`src/rtl/score_keeper_if.sv`:
```
// Ball object type shared with the ball stage, and the bus joining the ball
// stage / player controls to score_keeper.
package object_package;
  localparam int FBITS = 8;

  typedef struct packed {
    logic [31:0] x;
    logic [31:0] y;
    logic [15:0] width;
    logic [15:0] height;
  } object;
endpackage

interface score_keeper_if;
  import object_package::*;

  logic        tick;
  logic        start;
  object       ball1;
  object       ball2;
  logic        play_en;
  logic [3:0]  score_left;
  logic [3:0]  score_right;
  logic        goal_left;
  logic        goal_right;
  logic        gameover;
  logic [1:0]  winner;
  logic [2:0]  state;

  modport master (
    output tick, start, ball1, ball2,
    input  play_en, score_left, score_right, goal_left, goal_right,
           gameover, winner, state
  );

  modport slave (
    input  tick, start, ball1, ball2,
    output play_en, score_left, score_right, goal_left, goal_right,
           gameover, winner, state
  );
endinterface

```
`src/rtl/score_keeper.sv`:
```
// Match control: detects balls leaving the screen, keeps scores, runs the
// serve/respawn sequence and gates the ball stage through play_en.
module score_keeper #(
  parameter logic [31:0] SCREEN_WIDTH = 32'(640) << object_package::FBITS,
  parameter int unsigned WIN_SCORE    = 7,
  parameter int unsigned SERVE_TICKS  = 60
) (
  input logic          clk,
  input logic          rst,
  score_keeper_if.slave bus
);
  import object_package::*;

  typedef enum logic [2:0] {
    ST_IDLE     = 3'd0,
    ST_SERVE    = 3'd1,
    ST_PLAY     = 3'd2,
    ST_RESPAWN  = 3'd3,
    ST_GAMEOVER = 3'd4
  } state_t;

  localparam logic [3:0] WIN4  = 4'(WIN_SCORE);
  localparam logic [4:0] WIN5  = 5'(WIN_SCORE);
  localparam logic [7:0] SERVE = 8'(SERVE_TICKS);

  state_t     state_q, state_d;
  logic       play_en_q, play_en_d;
  logic [7:0] cnt_q, cnt_d;
  logic       start_q, start_d;
  logic [3:0] score_l_q, score_l_d, score_r_q, score_r_d;
  logic       goal_l_q, goal_l_d, goal_r_q, goal_r_d;
  logic       gameover_q, gameover_d;
  logic [1:0] winner_q, winner_d;
  logic [1:0] in_prev_q, in_prev_d;
  logic [1:0] side_q, side_d;

  object      balls [2];
  logic [1:0] ball_out, left_half, goal;
  logic [1:0] inc_l, inc_r;
  logic [4:0] sum_l, sum_r;
  logic [3:0] new_l, new_r;
  logic       win_l, win_r, any_goal, over, start_edge;

  always_comb begin
    balls[0] = bus.ball1;
    balls[1] = bus.ball2;
    ball_out  = '0;
    left_half = '0;
    goal      = '0;
    for (int unsigned b = 0; b < 2; b++) begin
      // Exiting left wraps x to a huge value, so one unsigned compare catches both exits.
      ball_out[b]  = balls[b].x > SCREEN_WIDTH;
      left_half[b] = (balls[b].x + 32'(balls[b].width >> 1)) < (SCREEN_WIDTH >> 1);
      goal[b]      = ball_out[b] && in_prev_q[b] &&
                     (state_q == ST_PLAY || state_q == ST_RESPAWN);
    end
    inc_l      = {1'b0, goal[0] & ~side_q[0]} + {1'b0, goal[1] & ~side_q[1]};
    inc_r      = {1'b0, goal[0] &  side_q[0]} + {1'b0, goal[1] &  side_q[1]};
    sum_l      = {1'b0, score_l_q} + {3'b0, inc_l};
    sum_r      = {1'b0, score_r_q} + {3'b0, inc_r};
    new_l      = (sum_l >= WIN5) ? WIN4 : sum_l[3:0];
    new_r      = (sum_r >= WIN5) ? WIN4 : sum_r[3:0];
    win_l      = (new_l == WIN4);
    win_r      = (new_r == WIN4);
    any_goal   = |goal;
    over       = any_goal && (win_l || win_r);
    start_edge = bus.start && !start_q;
  end

  always_comb begin
    state_d    = state_q;
    play_en_d  = play_en_q;
    cnt_d      = cnt_q;
    start_d    = start_q;
    score_l_d  = score_l_q;
    score_r_d  = score_r_q;
    goal_l_d   = 1'b0;
    goal_r_d   = 1'b0;
    gameover_d = gameover_q;
    winner_d   = winner_q;
    in_prev_d  = in_prev_q;
    side_d     = side_q;

    if (bus.tick) begin
      start_d = bus.start;
      for (int unsigned b = 0; b < 2; b++) begin
        if (!ball_out[b]) begin
          in_prev_d[b] = 1'b1;
          side_d[b]    = left_half[b];
        end else if (goal[b]) begin
          in_prev_d[b] = 1'b0;
        end
      end

      if (any_goal) begin
        score_l_d = new_l;
        score_r_d = new_r;
        goal_l_d  = (inc_l != 2'd0);
        goal_r_d  = (inc_r != 2'd0);
        if (over) begin
          gameover_d = 1'b1;
          winner_d   = {win_r, win_l};
        end
      end

      case (state_q)
        ST_IDLE: begin
          if (start_edge) begin
            state_d = ST_SERVE;
            cnt_d   = SERVE;
          end
        end
        ST_SERVE: begin
          cnt_d = cnt_q - 8'd1;
          if (cnt_q <= 8'd1) state_d = ST_PLAY;
        end
        ST_PLAY: begin
          if (over)          state_d = ST_GAMEOVER;
          else if (any_goal) state_d = ST_RESPAWN;
        end
        ST_RESPAWN: begin
          if (over) begin
            state_d = ST_GAMEOVER;
          end else begin
            state_d = ST_SERVE;
            cnt_d   = SERVE;
          end
        end
        ST_GAMEOVER: begin
          if (start_edge) begin
            score_l_d  = '0;
            score_r_d  = '0;
            winner_d   = '0;
            gameover_d = 1'b0;
            in_prev_d  = '1;
            state_d    = ST_SERVE;
            cnt_d      = SERVE;
          end
        end
        default: state_d = ST_IDLE;
      endcase

      // Registered from the next state so the ball stage sees it for the whole next tick.
      play_en_d = (state_d == ST_PLAY) || (state_d == ST_RESPAWN);
    end
  end

  always_ff @(posedge clk or posedge rst) begin
    if (rst) begin
      state_q    <= ST_IDLE;
      play_en_q  <= 1'b0;
      cnt_q      <= '0;
      start_q    <= 1'b0;
      score_l_q  <= '0;
      score_r_q  <= '0;
      goal_l_q   <= 1'b0;
      goal_r_q   <= 1'b0;
      gameover_q <= 1'b0;
      winner_q   <= '0;
      in_prev_q  <= '1;
      side_q     <= '0;
    end else begin
      state_q    <= state_d;
      play_en_q  <= play_en_d;
      cnt_q      <= cnt_d;
      start_q    <= start_d;
      score_l_q  <= score_l_d;
      score_r_q  <= score_r_d;
      goal_l_q   <= goal_l_d;
      goal_r_q   <= goal_r_d;
      gameover_q <= gameover_d;
      winner_q   <= winner_d;
      in_prev_q  <= in_prev_d;
      side_q     <= side_d;
    end
  end

  assign bus.play_en     = play_en_q;
  assign bus.score_left  = score_l_q;
  assign bus.score_right = score_r_q;
  assign bus.goal_left   = goal_l_q;
  assign bus.goal_right  = goal_r_q;
  assign bus.gameover    = gameover_q;
  assign bus.winner      = winner_q;
  assign bus.state       = state_q;

  logic unused_ok;
  assign unused_ok = ^{bus.ball1.y, bus.ball1.height, bus.ball1.width[0],
                       bus.ball2.y, bus.ball2.height, bus.ball2.width[0]};
endmodule

```
`src/flat_wrapper.sv`:
```
// flat-port wrapper written by rule: the top's interface ports become plain ports
module score_keeper_flat import object_package::*;
#(
  parameter logic [31:0] SCREEN_WIDTH = 32'(640) << object_package::FBITS,
  parameter int unsigned WIN_SCORE    = 7,
  parameter int unsigned SERVE_TICKS  = 60
)
  (clk, rst, bus_tick, bus_start, bus_ball1, bus_ball2, bus_play_en, bus_score_left, bus_score_right, bus_goal_left, bus_goal_right, bus_gameover, bus_winner, bus_state);
  score_keeper_if bus_i ();
  input logic clk;
  input logic rst;
  input wire logic [$bits(bus_i.tick)-1:0] bus_tick;
  input wire logic [$bits(bus_i.start)-1:0] bus_start;
  input wire logic [$bits(bus_i.ball1)-1:0] bus_ball1;
  input wire logic [$bits(bus_i.ball2)-1:0] bus_ball2;
  output wire logic [$bits(bus_i.play_en)-1:0] bus_play_en;
  output wire logic [$bits(bus_i.score_left)-1:0] bus_score_left;
  output wire logic [$bits(bus_i.score_right)-1:0] bus_score_right;
  output wire logic [$bits(bus_i.goal_left)-1:0] bus_goal_left;
  output wire logic [$bits(bus_i.goal_right)-1:0] bus_goal_right;
  output wire logic [$bits(bus_i.gameover)-1:0] bus_gameover;
  output wire logic [$bits(bus_i.winner)-1:0] bus_winner;
  output wire logic [$bits(bus_i.state)-1:0] bus_state;
  assign bus_i.tick = bus_tick;
  assign bus_i.start = bus_start;
  assign bus_i.ball1 = bus_ball1;
  assign bus_i.ball2 = bus_ball2;
  assign bus_play_en = bus_i.play_en;
  assign bus_score_left = bus_i.score_left;
  assign bus_score_right = bus_i.score_right;
  assign bus_goal_left = bus_i.goal_left;
  assign bus_goal_right = bus_i.goal_right;
  assign bus_gameover = bus_i.gameover;
  assign bus_winner = bus_i.winner;
  assign bus_state = bus_i.state;
  score_keeper #(.SCREEN_WIDTH(SCREEN_WIDTH), .WIN_SCORE(WIN_SCORE), .SERVE_TICKS(SERVE_TICKS)) u_core (.clk(clk), .rst(rst), .bus(bus_i));
endmodule
```
`config.mk`:
```
export PLATFORM = sky130hd
export DESIGN_NAME = score_keeper_flat
export DESIGN_NICKNAME = d
export VERILOG_FILES = /design/src/rtl/score_keeper_if.sv /design/src/rtl/score_keeper.sv /design/src/flat_wrapper.sv
export SDC_FILE = /design/constraint.sdc
export NUM_CORES = 1
export LEC_CHECK = 0
export ABC_AREA = 1
export ABC_CLOCK_PERIOD_IN_PS = 2600
export BUFFER_PORTS_ARGS = -buffer_cell sky130_fd_sc_hd__buf_2
export CAP_MARGIN = 0
export CORE_ASPECT_RATIO = 0.9
export CORE_MARGIN = 3
export CORE_UTILIZATION = 28
export CTS_CLUSTER_DIAMETER = 100
export DETAILED_ROUTE_END_ITERATION = 7
export PLACE_DENSITY_LB_ADDON = 0.2
export REMOVE_ABC_BUFFERS = 1
export SKIP_CTS_REPAIR_TIMING = 1
export SLEW_MARGIN = 20
export SYNTH_ARGS = -nofsm -noshare
export SYNTH_HDL_FRONTEND = slang
export SYNTH_SLANG_ARGS = --single-unit
```
`constraint.sdc`:
```
create_clock -name clk -period 2.6 [get_ports clk]
set_input_delay 0.26 -clock clk [delete_from_list [all_inputs] [get_ports clk]]
set_output_delay 0.26 -clock clk [all_outputs]
set_load 0.02 [all_outputs]
```
; Word level (Yosys, flattened, before mapping)
; Index checks and enable logic that the tools add are counted.
[word_totals]
ff_bits = 30
latchBits = 0
ramBits = 0
mem_bits_ro = 0
input_bits = 196
out_inout_bits = 17
elab_cells = 100
n_memories = 0
[classes]
addsub = 7
multipliers = 0
div = 0
order_cmp = 7
eq_ne = 10
n_shift = 0
n_mux = 36
bitwise = 8
n_reduce_logical = 19
[ops]
columns = op, count
row1 = $add A32 B15 Y32, 2
row2 = $gt A32 B18 Y1 const B, 2
row3 = $lt A32 B17 Y1 const B, 2
row4 = $mux W4, 8
row5 = $pmux W8 S3, 1
row6 = $mux W3, 6
row7 = $mux W8, 2
row8 = $eq A3 B2 Y1 const B, 4
row9 = $mux W1, 12
row10 = $mux W2, 6
row11 = $pmux W3 S4, 1
row12 = $add A4 B2 Y5, 2
row13 = $ge A5 B3 Y1 const B, 2
row14 = $eq A4 B3 Y1 const B, 2
row15 = $le A8 B1 Y1 const B, 1
row16 = $sub A8 B1 Y8 const B, 1
row17 = $logic_and A1 B1 Y1, 6
row18 = $add A1 B1 Y2, 2
row19 = $and A1 B1 Y1, 4
row20 = $not A1 Y1, 4
row21 = $reduce_and A2 Y1, 2
row22 = $reduce_and A4 Y1, 1
row23 = $reduce_bool A2 Y1, 2
row24 = $reduce_or A2 Y1, 2
row25 = other kinds (8), 10

; Logic depth before layout (Yosys ltp)
; Gate-level depths: netlist of the first run.
[logic_depth]
depth_word = 16
ltp_mapped = 23

; Least setup slack after synthesis of the first run
; No wires, ideal clock.
[synth_path]
kind = register -> register
start = register u_core.state_q[1] (netlist: u_core.bus.state[1])
end = register u_core.cnt_q[2]
t_arrival_ns = 2.895
t_required_ns = 2.480
setup_slack_ns = -0.415
stages_incl_launch_ff = 21
n_path_buf = 0
synth_period_minus_slack_ns = 3.015
cell_sequence = dfrtp_1 > inv_1 > nor2_1 > inv_1 > nor2_1 > nand2_2 > nor2_1 > ha_1 > ha_1 > fa_1 > nand2_1 > inv_1 > nor2_1 > nand3_1 > nand3_1 > nand3b_1 > nand3_2 > nand2_4 > clkinv_4 > o21ai_1 > nand2_1
[synth_between]
elab_chain_cells = 13
word_cells_on_any_way = 31
classes_between = add/sub (4) / order compare (2) / eq/ne (8) / mux (3) / bitwise (4) / reduce/logical (10)
[synth_lines]
columns = item, line
row1 = "start, declared", score_keeper.sv:26  ; state_t state_q, state_d;
row2 = "start signal, assigned", score_keeper.sv:163  ; state_q <= state_d;
row3 = "$eq A3 B2 Y1, on equally long branches", "score_keeper.sv:55, score_keeper.sv:106"
row4 = $logic_or A1 B1 Y1, score_keeper.sv:55  ; (state_q == ST_PLAY || state_q == ST_RESPAWN);
row5 = $logic_and A1 B1 Y1, score_keeper.sv:54  ; goal[b] = ball_out[b] && in_prev_q[b] &&
row6 = "$and A1 B1 Y1, on equally long branches", "score_keeper.sv:57, score_keeper.sv:58"
row7 = "$add A1 B1 Y2, on equally long branches", "score_keeper.sv:57, score_keeper.sv:58"
row8 = "$add A4 B2 Y5, on equally long branches", "score_keeper.sv:59, score_keeper.sv:60"
row9 = "$ge A5 B3 Y1, on equally long branches", "score_keeper.sv:61, score_keeper.sv:62"
row10 = "$mux W4, on equally long branches", "score_keeper.sv:61, score_keeper.sv:62"
row11 = "$eq A4 B3 Y1, on equally long branches", "score_keeper.sv:63, score_keeper.sv:64"
row12 = $logic_or A1 B1 Y1, score_keeper.sv:66  ; over = any_goal && (win_l || win_r);
row13 = $logic_and A1 B1 Y1, score_keeper.sv:66
row14 = $ne A2 B2 Y1 (no source line), --
row15 = $reduce_and A4 Y1 (no source line), --
row16 = "end signal, assigned", score_keeper.sv:165  ; cnt_q <= cnt_d;
row17 = "end, declared", score_keeper.sv:28  ; logic [7:0] cnt_q, cnt_d;
; Several ways; a longest one is shown, not always the timed one.
; A chain may end at the register's enable or synchronous reset.

; Worst setup path after layout of the first run
[layout_path]
start = register u_core.state_q[1] (netlist: u_core.bus.state[1])
end = register u_core.cnt_q[4]
; The elaborated chain is that of the path after synthesis.

==> flow_summary.json, run 1 <==
{
  "outcome": "finished, violations left",
  "dp_hpwl_mm": 13.5,
  "cts_tree": "done",
  "placed_area_sq_um": 6360,
  "busiest_layer": "met2",
  "antenna_found_initial": 1,
  "routedWlPerCell_um": 11.6,
  "ys_async_sr_fraction_pct": 100,
  "r2r_start": "u_core.bus.state[1]",
  "cts_buffers": 5,
  "cp-start-kind": "register",
  "fp.dieW_um": 145,
  "reg2regPathDepth": 19,
  "leakagePower_uw": 0.00389,
  "arrival_ns": 3.04,
  "clk_latency_ns": 0.28,
  "power.density_nw_per_um2": 423,
  "synth_seq_cells": 30,
  "drtIter0Drc": 265,
  "dieArea_sq_um": 19000,
  "finalPower_uw": 2880,
  "final_layout_size_suffix_gt1_share_pct": 25.5,
  "grt_util_met3_pct": 2.13,
  "fmaxAchievable_mhz": 348,
  "cap_violations": 0,
  "slew_headroom_pct": 65.8,
  "wirelength_mm": 15.7,
  "grt_pass1_wl_mm": 25.9,
  "final_cell_area_sq_um": 6800,
  "h-tree-depth": 2,
  "antenna_cells": 0,
  "gp_congestion": 0.895,
  "yosys_warnings": 0,
  "layout_commonest_cell": "nand2_1",
  "fin_hold_ws_ns": 0.0562,
  "setup_viol_count_final": 18,
  "syn_area_sq_um": 4870,
  "cts_max_path_buffers": 2,
  "drv_slew": 0,
  "cp-end-kind": "register",
  "die_h_um": 131,
  "grt_max_degree": 31,
  "mostFrequentLayoutCells": "nand2_1, inv_1, nor2_1",
  "grtUsageMet1_pct": 21.3,
  "violations": "setup timing",
  "tightest_slew_ns": 0.512,
  "synthCells": 914,
  "syn_to_final_growth_pct": 39.8,
  "setup_tns_ns": -3.20,
  "skew_ns": 0.00258,
  "critPathMaxFanout": 6,
  "io_buffers": 114,
  "hold_class": "input pin to asynchronous set/reset pin",
  "core_area_sq_um": 16900,
  "critical_path_class": "register to register",
  "vias": 6013,
  "drtPass1Iterations": 5,
  "min_period_ns": 2.87,
  "cp.required_ns": 2.77,
  "io_pins": 213,
  "overflow": 0,
  "r2r_slack_ns": -0.27,
  "grt_pass1_vias": 5679,
  "rsz0062_at_grt": "true",
  "clkSlewWorstSetupHoldPaths_ns": 0.05,
  "synth_edf_count": 0,
  "layout_setup_ws_ns": -0.272,
  "timing.rr.end": "u_core.cnt_q[4]",
  "avgSynthCellArea_sq_um": 5.33,
  "viasPerCell": 4.42,
  "nets": 1359,
  "yosysSeqAreaShare_pct": 15.5,
  "remaining_drc_errors": 0,
  "ys.flop_type": "dfrtp_1",
  "ys_types": 36,
  "ir_worst_vdd_mv": 0.241,
  "grt_usage_pct": 16.3,
  "fin_crit_sh_pct": 110,
  "initial_core_util_pct": 28.7,
  "postLayoutCoreUtil_pct": 40.1,
  "finalHoldViolCount": 0,
  "cts_sinks": 30,
  "grt_use_met2_pct": 29.4,
  "num_rows": 45,
  "cts_root_buf": "clkbuf_16",
  "drtAntennaViolNets": 0
}
==> synthesized netlist by cell type (5+ instances only) <==
cell type,n,share of area (%)
o21ai_1,18,1.9
nand4_1,17,2.2
nand3b_1,11,1.7
nor2_1,128,9.9
ha_1,38,9.8
nor3_1,14,1.4
inv_2,7,0.54
nand2_2,7,0.90
nand3_1,71,7.3
a21oi_1,18,1.9
o21ai_0,10,1.0
dfrtp_1,28,14
xor2_1,5,0.90
nand2_1,350,27
inv_1,154,12
==> area by class of cell <==
cell class | count | area [sq um]
multi-input cells | 719 | 3690
clock buffers | 7 | 143
repair buffers | 205 | 1310
inverters | 162 | 618
well taps | 235 | 294
fillers | 1878 | 10100
flip-flops and latches | 30 | 753
clock inverters | 1 | 5.00
==> registers in the layout, indices dropped and copies added, names as in the netlist <==
name / cells
u_core.bus.play_en: 1
u_core.start_q: 1
u_core.bus.state: 3
u_core.bus.goal_right: 1
u_core.bus.winner: 2
u_core.bus.score_left: 4
u_core.bus.gameover: 1
u_core.cnt_q: 8
u_core.bus.score_right: 4
u_core.in_prev_q: 2
u_core.side_q: 2
u_core.bus.goal_left: 1
==> critical path, stage by stage (launching register included) <==
cell	delay, ns
dfrtp_1	0.36
inv_2	0.06
nor2_4	0.13
inv_2	0.05
nor2_2	0.08
nand2_2	0.08
buf_6	0.13
nor2_4	0.13
ha_4	0.22
ha_4	0.16
fa_2	0.39
nor3_2	0.19
o22ai_1	0.11
inv_1	0.09
nand3b_1	0.14
nand3_2	0.12
nand2_4	0.09
buf_6	0.15
nand2_2	0.04
nand2_1	0.05
==> how the worst max path moves through the flow <==
stage,depth (start not counted),start,endpoint,slack (ns)
after floorplan,20,u_core.bus.state[1],u_core.cnt_q[2],-0.42
after global placement,22,bus_ball2[83],u_core.cnt_q[2],-0.66
after detailed placement,22,bus_ball2[80],u_core.cnt_q[2],-0.67
after CTS,20,u_core.bus.state[1],u_core.cnt_q[2],-0.51
after global routing,22,bus_ball2[93],u_core.cnt_q[2],-0.45
final,19,u_core.bus.state[1],u_core.cnt_q[4],-0.27
==> metrics by stage <==
step | instances | worst slack [ns]
2_1_floorplan | 911 | -0.419
3_3_place_gp | 1346 | -0.658
3_5_place_dp | 1346 | -0.673
4_1_cts | 1354 | -0.507
5_1_grt | 1359 | -0.451
6_report | 1359 | -0.272
==> layer usage <==
metal	part of all wire, %	wire length [um]
met1	47	7370
met4	1.4	225
met2	47	7450
met5	0.057	9
met3	4.2	657
==> power breakdown <==
group          switching (uW)  leakage, uW  internal, uW
combinational             880      0.00342           624
sequential                174     0.000394           616
clock                     209    0.0000739           379
total                    1260      0.00389          1620
==> logic make-up (layout without fill, tap and decap cells) <==
logic type / Yosys count / in the layout / synth area share [%]
buffers and inverters: 165 / 375 / 13.0
AOI/OAI and AO/OA: 54 / 54 / 5.96
xor gates and xnor gates: 7 / 7 / 1.26
and+or+nand+nor: 618 / 618 / 53.7
DFF: 30 / 30 / 15.5
adders and majority gates: 40 / 40 / 10.6
Power figures use the tool's default switching activity.
==> run 2: changes to the inputs <==
--- a/config.mk
+++ b/config.mk
@@ -10,7 +10,6 @@
 export BUFFER_PORTS_ARGS = -buffer_cell sky130_fd_sc_hd__buf_2
 export CAP_MARGIN = 0
 export CORE_ASPECT_RATIO = 0.9
-export CORE_MARGIN = 3
 export CORE_UTILIZATION = 28
 export CTS_CLUSTER_DIAMETER = 100
 export DETAILED_ROUTE_END_ITERATION = 7
==> flow_summary.json, run 2 (same netlist as run 1, synthesis figures left out) <==
{
  "outcome": "finished, violations left",
  "violations": "setup timing",
  "cp.required_ns": 2.76,
  "cts_max_path_buffers": 2,
  "drtIter0Drc": 295,
  "io_buffers": 114,
  "drtPass1Iterations": 5,
  "finalHoldViolCount": 0,
  "layout_setup_ws_ns": -0.340,
  "crit_chain": "inv_2 -> nor2_4 -> inv_2 -> nor2_4 -> nand2_4 -> nor2_4 -> ha_4 -> ha_4 -> fa_2 -> nand2_2 -> inv_2 -> o21ai_2 -> nand3_2 -> nand3b_1 -> nand3_2 -> nand2_4 -> buf_6 -> nand2_1 -> nand2_1",
  "routedWlPerCell_um": 11.3,
  "regMostFlops": "u_core.cnt_q",
  "ir_worst_vdd_mv": 0.257,
  "cts_root_buf": "clkbuf_16",
  "cp-start-kind": "register",
  "die_h_um": 127,
  "dieArea_sq_um": 17900,
  "cpPeakStageDelay_ns": 0.39,
  "num_rows": 45,
  "initial_core_util_pct": 28.7,
  "clk_latency_ns": 0.27,
  "fin_hold_ws_ns": 0.0619,
  "layout_commonest_cell": "nand2_1",
  "vias": 5907,
  "critPathSlowestCell": "fa_2",
  "fin_crit_sh_pct": 113,
  "drtAntennaViolNets": 0,
  "finalPower_uw": 2870,
  "hold_class": "input pin to asynchronous set/reset pin",
  "placed_area_sq_um": 6360,
  "antenna_cells": 0,
  "skew_ns": 0.00224,
  "final_cell_area_sq_um": 6800,
  "antenna_found_initial": 2,
  "cts_sinks": 30,
  "rsz0062_at_grt": "true",
  "setup_viol_count_final": 19,
  "nets": 1362,
  "power.density_nw_per_um2": 422,
  "clkSlewWorstSetupHoldPaths_ns": 0.05,
  "gp_congestion": 0.852,
  "grt_usage_pct": 17.4,
  "arrival_ns": 3.10,
  "fp.dieW_um": 141,
  "grt_max_degree": 31,
  "fmaxAchievable_mhz": 340,
  "min_period_ns": 2.94,
  "viasPerCell": 4.34,
  "h-tree-depth": 2,
  "layout.cells.non_filler": 1360,
  "tightest_slew_ns": 0.504,
  "largest_reg_flops": 8,
  "dp_hpwl_mm": 13.2,
  "drv_slew": 0,
  "dp.cells": 1346,
  "critPathMaxFanout": 3,
  "wirelength_mm": 15.4,
  "grt_pass1_wl_mm": 25.7,
  "syn_to_final_growth_pct": 39.7,
  "grt_pass1_vias": 5792,
  "critical_path_class": "register to register",
  "cts_buffers": 5,
  "cap_violations": 0,
  "core_area_sq_um": 16900,
  "leakagePower_uw": 0.00391,
  "overflow": 0,
  "slew_headroom_pct": 66.4,
  "cp-end-kind": "register",
  "mostFrequentLayoutCells": "nand2_1, inv_1, nor2_1",
  "io_pins": 213,
  "remaining_drc_errors": 0,
  "cts_tree": "done",
  "final_layout_size_suffix_gt1_share_pct": 24.9
}
[run 2: metal layers]
| layer | share of wire, % | global-route usage (%) | wire length (um) | up-vias |
|---|---|---|---|---|
| met3 | 3.3 | 2.21 | 514 | 29 |
| li1 | - | - | - | 3251 |
| met4 | 1.7 | 3.32 | 267 | 4 |
| met1 | 49 | 22.8 | 7530 | 2519 |
| met2 | 46 | 30.7 | 7030 | 104 |
| met5 | 0.14 | 0 | 21 | - |
[run 2: final cells by class]
type                            instances  area, sq um
Fill cell                            1958        10100
Multi-Input combinational cell        720         3710
Timing Repair Buffer                  207         1290
Sequential cell                        30          753
Inverter                              162          613
Tap cell                              235          294
Clock buffer                            6          139
[run 2: per-stage QoR]
stage	utilization, %	setup slack (ns)	TNS (ns)
after detailed placement	37.5	-0.743	-12.05
final	40.1	-0.340	-4.46
after floorplan	-	-0.419	-5.53
after CTS	38.3	-0.509	-7.67
after global routing	40.1	-0.469	-7.12
after global placement	37.5	-0.668	-11.04
[run 2: final timing paths]
path                                startpoint                  end  slack, ns  depth (start not counted)
max                        u_core.bus.state[1]      u_core.cnt_q[2]      -0.34                         19
max in group asynchronous                  rst  u_core.in_prev_q[1]       2.21                          3
min reg2reg                 u_core.bus.play_en   u_core.bus.play_en       0.49                          2
max reg2reg                u_core.bus.state[1]      u_core.cnt_q[2]      -0.34                         19
min                                        rst      u_core.cnt_q[7]       0.06                          3
min in group clk                     bus_start       u_core.start_q       0.21                          3
[run 2: critical path, delay by kind of cell, from the launching register on]
kind,cells,cell delay (ns)
buf+inv,4,0.34
compound gates,1,0.15
simple gates,11,1.18
flops,1,0.36
fa+ha+maj,3,0.77
[run 2: power breakdown]
part	leakage (uW)	total, uW	switching [uW]	internal [uW]
combinational	0.00345	1530	890	636
sequential	0.000394	790	174	616
clock	0.0000688	557	188	369
total	0.00391	2870	1250	1620
